`src/rtl/axis_upsizer.sv`:
```
// Packs consecutive narrow AXI-Stream words into one wide word, lane 0 in the LSBs.
// Lane count per group is runtime-selectable (cfg_data = lanes - 1); tlast closes a group early.
module axis_upsizer #(
  parameter int S_AXIS_TDATA_WIDTH = 32,
  parameter int M_AXIS_TDATA_WIDTH = 128
) (
  input  logic                          aclk,
  input  logic                          areset,
  input  logic [15:0]                   cfg_data,
  input  logic [S_AXIS_TDATA_WIDTH-1:0] s_axis_tdata,
  input  logic                          s_axis_tvalid,
  input  logic                          s_axis_tlast,
  output logic                          s_axis_tready,
  output logic [M_AXIS_TDATA_WIDTH-1:0] m_axis_tdata,
  output logic                          m_axis_tvalid,
  output logic                          m_axis_tlast,
  input  logic                          m_axis_tready
);

  localparam int RATIO      = M_AXIS_TDATA_WIDTH / S_AXIS_TDATA_WIDTH;
  localparam int CNTR_WIDTH = (RATIO > 1) ? $clog2(RATIO) : 1;
  localparam logic [CNTR_WIDTH-1:0] LIM_MAX = CNTR_WIDTH'(RATIO - 1);

  logic [CNTR_WIDTH-1:0]         r_cntr;
  logic [CNTR_WIDTH-1:0]         r_lim;
  logic [M_AXIS_TDATA_WIDTH-1:0] r_acc;

  logic [CNTR_WIDTH-1:0]         w_lim;
  logic [CNTR_WIDTH-1:0]         w_lim_eff;
  logic                          w_is_last;
  logic                          w_in_xfer;
  logic                          w_out_xfer;
  logic [M_AXIS_TDATA_WIDTH-1:0] w_merged;

  always_comb begin
    if (cfg_data >= 16'(RATIO - 1)) w_lim = LIM_MAX;
    else                            w_lim = cfg_data[CNTR_WIDTH-1:0];
  end

  // At lane 0 the limit register is not loaded yet, so use the live config directly.
  assign w_lim_eff = (r_cntr == '0) ? w_lim : r_lim;
  assign w_is_last = s_axis_tlast | (r_cntr == w_lim_eff);

  assign s_axis_tready = ~areset & (~m_axis_tvalid | m_axis_tready | ~w_is_last);
  assign w_in_xfer     = s_axis_tvalid & s_axis_tready;
  assign w_out_xfer    = m_axis_tvalid & m_axis_tready;

  always_comb begin
    w_merged = r_acc;
    for (int unsigned i = 0; i < RATIO; i++) begin
      if (CNTR_WIDTH'(i) == r_cntr) w_merged[i*S_AXIS_TDATA_WIDTH +: S_AXIS_TDATA_WIDTH] = s_axis_tdata;
    end
  end

  always_ff @(posedge aclk) begin
    if (areset) begin
      r_cntr        <= '0;
      r_lim         <= '0;
      r_acc         <= '0;
      m_axis_tdata  <= '0;
      m_axis_tvalid <= 1'b0;
      m_axis_tlast  <= 1'b0;
    end else begin
      if (w_out_xfer) begin
        m_axis_tvalid <= 1'b0;
        m_axis_tlast  <= 1'b0;
      end
      if (w_in_xfer) begin
        if (r_cntr == '0) r_lim <= w_lim;
        if (w_is_last) begin
          // Overrides the drain above so a simultaneous drain and load leaves no bubble.
          m_axis_tdata  <= w_merged;
          m_axis_tvalid <= 1'b1;
          m_axis_tlast  <= s_axis_tlast;
          r_acc         <= '0;
          r_cntr        <= '0;
        end else begin
          r_acc  <= w_merged;
          r_cntr <= r_cntr + 1'b1;
        end
      end
    end
  end

endmodule

```
`config.mk`:
```
export PLATFORM = sky130hd
export DESIGN_NAME = axis_upsizer
export DESIGN_NICKNAME = d
export VERILOG_FILES = /design/src/rtl/axis_upsizer.sv
export SDC_FILE = /design/constraint.sdc
export NUM_CORES = 1
export LEC_CHECK = 0
export ABC_AREA = 0
export ABC_CLOCK_PERIOD_IN_PS = 3100
export CELL_PAD_IN_SITES_DETAIL_PLACEMENT = 0
export CELL_PAD_IN_SITES_GLOBAL_PLACEMENT = 1
export CORE_ASPECT_RATIO = 1.1
export CORE_MARGIN = 2
export CORE_UTILIZATION = 50
export DETAILED_ROUTE_END_ITERATION = 8
export DONT_BUFFER_PORTS = 1
export PLACE_DENSITY = 0.88
export SYNTH_ARGS = -nofsm -noshare
export SYNTH_HDL_FRONTEND = slang
export SYNTH_SLANG_ARGS = --single-unit
```
`constraint.sdc`:
```
create_clock -name aclk -period 3.1 [get_ports aclk]
set_clock_uncertainty 0.2 [all_clocks]
set_input_delay 0.31 -clock aclk [delete_from_list [all_inputs] [get_ports aclk]]
set_output_delay 0.31 -clock aclk [all_outputs]
set_load 0.005 [all_outputs]
```
# Word-level counts from Yosys, hierarchy flattened
# Index checks and enable logic that the tools add are counted.
[word_totals] wordCells=37 in_bits=53 ff_bits=262 out_inout_bits=131
[op_classes] eq_ne=4 bitwise_logic=9 n_lt_le_gt_ge=1 n_reduce_logical=2 muxes=14 add_sub_neg=1
[ops] op="$mux 128" count=1
[ops] op="$mux 32" count=4
[ops] op="$ge 16x2->1 const B" count=1
[ops] op="$mux 1" count=6
[ops] op="$mux 2" count=3
[ops] op="$eq 2x2->1 const A" count=2
[ops] op="$and 1x1->1" count=3
[ops] op="$not 1->1" count=3
[ops] op="$or 1x1->1" count=3
[ops] op="$add 2x1->2 const B" count=1
[ops] op="$eq 1x2->1 const A" count=1
[ops] op="$eq 2x2->1" count=1
[ops] op="$logic_not 2->1" count=1
[ops] op="$reduce_and 2->1" count=1

# Longest topological paths before layout
# Gate-level depths: netlist of run 1.
[depth] depth_word=10 depth_mapped=11

# Worst setup path before layout of run 1
# OpenSTA, ideal clock, no wires.
[synth_path] path_kind="register to register" startpoint="reg r_cntr[0]" endpoint="reg r_acc[100]" arrival_ns=2.354 setup_time_ns=0.117 path_stages_with_launch=10 setup_slack_ns=0.429 synth_period_minus_slack_ns=2.671 path_cell_list="dfxtp_1 -> inv_1 -> ha_1 -> and3_4 -> a31oi_4 -> xnor2_4 -> o211ai_4 -> o32ai_4 -> buf_6 -> a22o_1"
[synth_between] elab_chain_len=8 word_cells_on_any_way=11 cone_classes="eq/ne (2); mux (3); bitwise (5); reduce/logical (1)"
[synth_rtl] item="start: declaration" line="24" source="logic [CNTR_WIDTH-1:0] r_cntr;"
[synth_rtl] item="start signal: assignment" line="79" source="r_cntr <= r_cntr + 1'b1;"
[synth_rtl] item="$logic_not 2->1" line="41" source="assign w_lim_eff = (r_cntr == '0) ? w_lim : r_lim;"
[synth_rtl] item="$mux 2"
[synth_rtl] item="$eq 2x2->1" line="42" source="assign w_is_last = s_axis_tlast | (r_cntr == w_lim_eff);"
[synth_rtl] item="$or 1x1->1" line="42"
[synth_rtl] item="$not 1->1" line="44" source="assign s_axis_tready = ~areset & (~m_axis_tvalid | m_axis_tready | ~w_is_last);"
[synth_rtl] item="$or 1x1->1" line="44"
[synth_rtl] item="$and 1x1->1" line="44"
[synth_rtl] item="$and 1x1->1" line="45" source="assign w_in_xfer = s_axis_tvalid & s_axis_tready;"
[synth_rtl] item="end signal: assignment" line="78" source="r_acc <= w_merged;"
[synth_rtl] item="end: declaration" line="26" source="logic [M_AXIS_TDATA_WIDTH-1:0] r_acc;"
# Parallel ways exist; a longest one is shown, timed or not.
# A chain may end at the register's enable or synchronous reset.

# Worst setup path after layout of run 1
[layout_path] startpoint="reg r_cntr[1]" endpoint="reg r_acc[63]"
# Same word-level chain as after synthesis.

==> results of run 1 <==
[cell families after synthesis]
group                    Yosys count
AO/OA/AOI/OAI                    404
XOR/XNOR                           4
adder cells (fa/ha/maj)            4
buffers and inverters            140
flip-flops                       262
multiplexers                     128
AND/OR/NAND/NOR                   33
[sequential cells by signal, summed over array words and instances, names as in the netlist]
name           flops
r_lim              2
r_acc            128
r_cntr             2
m_axis_tlast       1
m_axis_tvalid      1
m_axis_tdata     128
[layout by cell type, fill, tap and decap left out, types with 2 or more instances in the layout]
cell type | netlist | routed
inv_1 | 6 | 5
nor2_1 | 7 | 7
nand2_1 | 8 | 8
buf_12 | 0 | 6
dlygate4sd3_1 | 0 | 57
buf_4 | 15 | 25
nor4_2 | 3 | 3
and2_4 | 1 | 2
diode_2 | 0 | 2
xnor2_4 | 3 | 4
a21oi_1 | 132 | 132
a211oi_1 | 10 | 10
bufinv_16 | 0 | 4
mux2i_1 | 128 | 128
a22o_1 | 128 | 128
dfxtp_1 | 262 | 262
ha_2 | 0 | 3
and3_4 | 2 | 4
clkbuf_16 | 0 | 29
a211oi_2 | 120 | 120
o32ai_4 | 4 | 4
nand3_1 | 3 | 3
clkinv_2 | 0 | 2
clkbuf_8 | 0 | 4
buf_6 | 24 | 2
a31oi_4 | 2 | 2
clkbuf_1 | 41 | 4
nor2b_1 | 2 | 2
[power by group]
group	switching [mW]	internal, mW
clock network	1.31	2.01
logic	0.443	0.300
registers	0.0971	3.49
total	1.85	5.80
[layer usage]
layer	global-route usage	vias to the layer above	share of wire	wire [um]
met5	0	-	0	0
met4	0.0747	0	0.023	700
met3	0.0554	33	0.063	1910
met2	0.404	217	0.49	15000
met1	0.311	3881	0.42	12700
li1	-	3637	-	-
[cell type report]
| class | instances | area share |
|---|---|---|
| diodes | 2 | 0.000392 |
| multi-input cells | 573 | 0.413 |
| inverters | 6 | 0.00176 |
| well taps | 295 | 0.0289 |
| repair buffers | 93 | 0.0756 |
| clock buffers | 35 | 0.0583 |
| clock inverters | 8 | 0.0115 |
| flip-flops and latches | 262 | 0.410 |
[repair_timing]
action	in CTS	in global routing
hold endpoints to repair	262	128
gates resized for setup	0	14
setup endpoints to repair	0	46
buffers inserted	0	8
[through the flow]
step / power, mW / area, sq um / hold WS [ns]
6_report: 7.65 / 12800 / -0.333
5_1_grt: 7.90 / 12800 / -0.373
4_1_cts: 7.67 / 12600 / -0.372
3_5_place_dp: 4.26 / 11100 / 0.202
3_3_place_gp: 4.25 / 11100 / 0.196
2_1_floorplan: 4.23 / 11300 / 0.241
[how the worst max path moves through the flow]
stage | to | depth (start not counted) | startpoint
finish | r_acc[63] | 11 | r_cntr[1]
global route | r_acc[63] | 11 | r_cntr[1]
CTS | r_acc[88] | 10 | r_cntr[1]
detailed placement | r_acc[118] | 10 | r_cntr[1]
global placement | r_acc[114] | 10 | r_cntr[1]
floorplan | r_acc[100] | 9 | r_cntr[0]
[worst max-delay path: cells and delay by family, from the launching register on]
family                     cells  cell delay, ns
and+or+nand+nor                1            0.06
DFF                            1            0.32
xor gates and xnor gates       1            0.14
AOI/OAI and AO/OA              4            0.93
buffers and inverters          4            1.03
adders and majority gates      1            0.17
==> flow_metrics.tcl, run 1 <==
set metrics [dict create \
    status "complete, but fails checks" \
    violations "hold timing" \
    first_pass_iters 5 \
    netlist_area_sq_mm 0.0113 \
    finalHoldViolCount 128 \
    ff2ff_path_depth 11 \
    hold-worst-slack_ns -0.333 \
    path_cells "inv_2, ha_4, buf_4, nor2_2, a31oi_4, xnor2_4, o211ai_4, o32ai_4, buf_12, a22o_1, dlygate4sd3_1" \
    synth_area_leaders "dfxtp_1 46%, a211oi_2 13%, mux2i_1 11%" \
    ant_nets 0 \
    ir_drop_mv 0.421 \
    crit_type "reg -> reg" \
    tightest_slew_ns 0.810 \
    synthSimpleGateAreaFrac 0.0174 \
    grt_pass1_vias 7827 \
    fin_crit_ns 2.98 \
    setup_viol 0 \
    cellLeakagePower_nw 4.41 \
    slowest_stage "dlygate4sd3_1" \
    routed_wl_um 30200 \
    max_cap_viol_count 0 \
    yosys.area.top_type "dfxtp_1" \
    cp-end-kind "flop" \
    synthTopCellsByCount "262 x dfxtp_1, 132 x a21oi_1, 128 x a22o_1, 128 x mux2i_1, 120 x a211oi_2" \
    min-delay-start "areset" \
    vias_per_cell 6.10 \
    dp_cells 1161 \
    final_nets 1020 \
    clkLatencyLatePin_ns 0.55 \
    critPathRequiredTime_ns 3.33 \
    dieArea_sq_mm 0.0238 \
    max_slew_margin 0.460 \
    multi_input_area_sq_mm 0.00528 \
    r2r_slack_ns 0.12 \
    syn_nets 1032 \
    hold_buffers 57 \
    synth_cell_types 38 \
    final_layout_size_suffix_gt1_frac 0.231 \
    cts_buffers 27 \
    coreArea_sq_mm 0.0221 \
    r2r-end "r_acc[63]" \
    seq_area_frac_synth 0.465 \
    seq_area_sq_mm 0.00525 \
    synth_edf_count 0 \
    synthArstFlopShare 0 \
    cts_sinks 262 \
    critPathLaunchType "flop" \
    hold-path-endpoint "m_axis_tdata[96]" \
    rsz0062_at_grt "no" \
    grt_max_degree 141 \
    slowest_delay_ns 0.56 \
    fin_cells 1274 \
    synth_top_flop_cell "dfxtp_1" \
    yosysTopAreaCellShare 0.465 \
    reg2reg_from "r_cntr[1]" \
    hold_depth 1 \
    fin_crit_sh 0.960 \
    pre_cts_ws_ns 0.129 \
    tritoncts "built" \
    initial_utilization 0.510 \
    synth_top_family_by_area "compound AO/OA/AOI/OAI gates" \
    synth_xor_xnor_area_share 0.00876 \
    yosys_warnings 0 \
    synthToLayoutAreaGrowth_pct 13.3 \
    synth.avg_cell_area_sq_um 11.6 \
    drtIter0Drc 422 \
    clk_pin_slew_ns 0.06 \
    tns_ns 0 \
    netlist_instances 975 \
    die_w_um 147 \
    dp_hpwl_um 17100 \
    gp_congestion 0.829 \
    min_path_type "in -> reg" \
    yosys.area_share.adder 0.00444 \
    fin_util 0.578 \
    powerDensity_mw_per_mm2 598 \
    fin_ws_ns 0.124 \
    grt_overflow 0 \
    antenna_found_initial 2 \
    max_freq_ghz 0.336 \
    root_buffer "clkbuf_16" \
    cts_buffer_depth 3 \
    routed-via-count 7768 \
    muxShareOfSynthArea 0.114 \
    drv_slew 0 \
    arrival_ns 3.20 \
    synth_compound_area_frac 0.319 \
    cts_htree_levels 1 \
    drc 0 \
    grt_pass1_wl_um 46200 \
    crit_path_max_fanout 11 \
    n_fill_cell 1824 \
    yosysMostFrequentCell "dfxtp_1" \
    fp.dieH_um 162 \
    wl_per_cell_um 23.7 \
    grt_use_total 0.241 \
    io_buffer_count 0 \
    ys_ff_latch 262 \
    ios 184 \
    num_rows 57 \
]
(Power assumes the default switching activity.)
==> run 2, diff against run 1 <==
--- a/config.mk
+++ b/config.mk
@@ -10,7 +10,7 @@
 export CELL_PAD_IN_SITES_DETAIL_PLACEMENT = 0
 export CELL_PAD_IN_SITES_GLOBAL_PLACEMENT = 1
 export CORE_ASPECT_RATIO = 1.1
-export CORE_MARGIN = 2
+export CORE_MARGIN = 8
 export CORE_UTILIZATION = 50
 export DETAILED_ROUTE_END_ITERATION = 8
 export DONT_BUFFER_PORTS = 1
==> flow_metrics.tcl, run 2 (synthesis results as in run 1) <==
set metrics [dict create \
    status "complete, but fails checks" \
    violations "hold timing" \
    final_layout_size_suffix_gt1_frac 0.228 \
    grt_overflow 0 \
    crit_family "buffers and inverters" \
    routed_wl_um 30700 \
    cts_htree_levels 1 \
    clk_pin_slew_ns 0.06 \
    cp-end-kind "flop" \
    ios 184 \
    max_cap_viol_count 0 \
    synthToLayoutAreaGrowth_pct 10.1 \
    arrival_ns 3.17 \
    ir_drop_mv 0.434 \
    fin_crit_ns 2.89 \
    num_rows 57 \
    grt_use_total 0.209 \
    cts_buffers 27 \
    grt_pass1_wl_um 47400 \
    die_w_um 159 \
    critPathLaunchType "flop" \
    pre_cts_ws_ns 0.167 \
    crit_type "reg -> reg" \
    min_path_type "in -> reg" \
    antenna_found_initial 1 \
    initial_utilization 0.510 \
    io_buffer_count 0 \
    dieArea_sq_mm 0.0276 \
    vias_per_cell 6.19 \
    ant_nets 0 \
    grt_max_degree 141 \
    drv_slew 0 \
    final_common_cell "dfxtp_1" \
    slowest_delay_ns 0.55 \
    fin_ws_ns 0.209 \
    cellLeakagePower_nw 4.22 \
    hold-worst-slack_ns -0.307 \
    gp_congestion 0.790 \
    first_pass_iters 5 \
    max_slew_margin 0.453 \
    setup_viol 0 \
    crit_path_max_fanout 65 \
    hold_buffers 39 \
    wl_per_cell_um 24.5 \
    rsz0062_at_grt "no" \
    path_cells "inv_1, ha_2, and3_4, a31oi_4, xnor2_4, o21ai_4, clkbuf_16, nand2_1, a21oi_1, dlygate4sd3_1" \
    drc 0 \
    max_freq_ghz 0.346 \
    finalHoldViolCount 128 \
    cts_sinks 262 \
    critPathRequiredTime_ns 3.38 \
    cp.buffers_inverters 3 \
    cts_buffer_depth 3 \
    largestRegisters "m_axis_tdata x128, r_acc x128" \
    fp.dieH_um 174 \
    clkLatencyLatePin_ns 0.53 \
    grt_pass1_vias 7641 \
    fin_crit_sh 0.933 \
    coreArea_sq_mm 0.0221 \
    dp_hpwl_um 18400 \
    tightest_slew_ns 0.821 \
    final_cell_mix "262 x dfxtp_1, 132 x a21oi_1, 128 x mux2i_1, 128 x a22o_1, 120 x a211oi_2" \
    tritoncts "built" \
    powerDensity_mw_per_mm2 591 \
    final_nets 996 \
    routed-via-count 7769 \
    slowest_stage "dlygate4sd3_1" \
    root_buffer "clkbuf_16" \
    tns_ns 0 \
    drtIter0Drc 383 \
]
-- run 2: changes by cell type in the layout (fill, tap and decap cells not counted), moves of 3 or more --
cell | previous run | this run
dlygate4sd3_1 | 57 | 39
bufinv_16 | 4 | 0
clkbuf_1 | 4 | 8
clkinv_2 | 2 | 6
buf_4 | 25 | 22
-- run 2: path summary, 6_finish.rpt --
check	from	to	slack, ns	cells past startpoint
worst max-delay path	r_cntr[0]	m_axis_tvalid	0.21	10
worst min-delay path	areset	m_axis_tdata[127]	-0.31	1
worst max register to register	r_cntr[0]	m_axis_tvalid	0.21	10
worst min register to register	r_acc[9]	r_acc[9]	0.27	1
-- run 2: through the flow --
step                std cells  utilization  total power [mW]  cell area (sq um)
finish                   1255        0.562              7.34              12400
global route             1255        0.562              7.60              12400
CTS                      1251        0.560              7.39              12400
detailed placement       1163        0.506              4.28              11200
global placement         1163        0.506              4.26              11200
floorplan                 975            -              4.23              11300
-- run 2: layout make-up --
type | count | area (sq um)
Clock buffer | 39 | 761
Timing Repair Buffer | 69 | 712
Fill cell | 1913 | 9680
Multi-Input combinational cell | 573 | 5250
Inverter | 6 | 22.5
Tap cell | 295 | 369
Antenna cell | 1 | 2.50
Sequential cell | 262 | 5250
Clock inverter | 10 | 62.6
-- run 2: per-layer routing --
| metal | routed length (um) | GRT usage | up-vias |
|---|---|---|---|
| li1 | - | - | 3604 |
| met5 | 0 | 0 | - |
| met1 | 12400 | 0.249 | 3888 |
| met4 | 788 | 0.0645 | 0 |
| met3 | 2510 | 0.0670 | 45 |
| met2 | 15100 | 0.354 | 232 |
-- run 2: what timing repair did --
item | 4_1_cts | 5_1_grt
setup buffers | 0 | 2
gates resized for setup | 0 | 2
endpoints found under the hold margin | 262 | 128
endpoints found under the setup margin | 0 | 6
-- run 2: worst reg2reg max path, cell delays in order, from the launching register on --
cell	delay (ns)
dfxtp_1	0.33
inv_1	0.06
ha_2	0.22
and3_4	0.18
a31oi_4	0.32
xnor2_4	0.15
o21ai_4	0.25
clkbuf_16	0.36
nand2_1	0.09
a21oi_1	0.14
dlygate4sd3_1	0.55
-- run 2: power by group --
| group | internal, mW | switching, mW | total [mW] |
|---|---|---|---|
| sequential | 3.49 | 0.102 | 3.59 |
| combinational | 0.285 | 0.436 | 0.721 |
| clock | 1.71 | 1.33 | 3.03 |
| total | 5.48 | 1.86 | 7.34 |
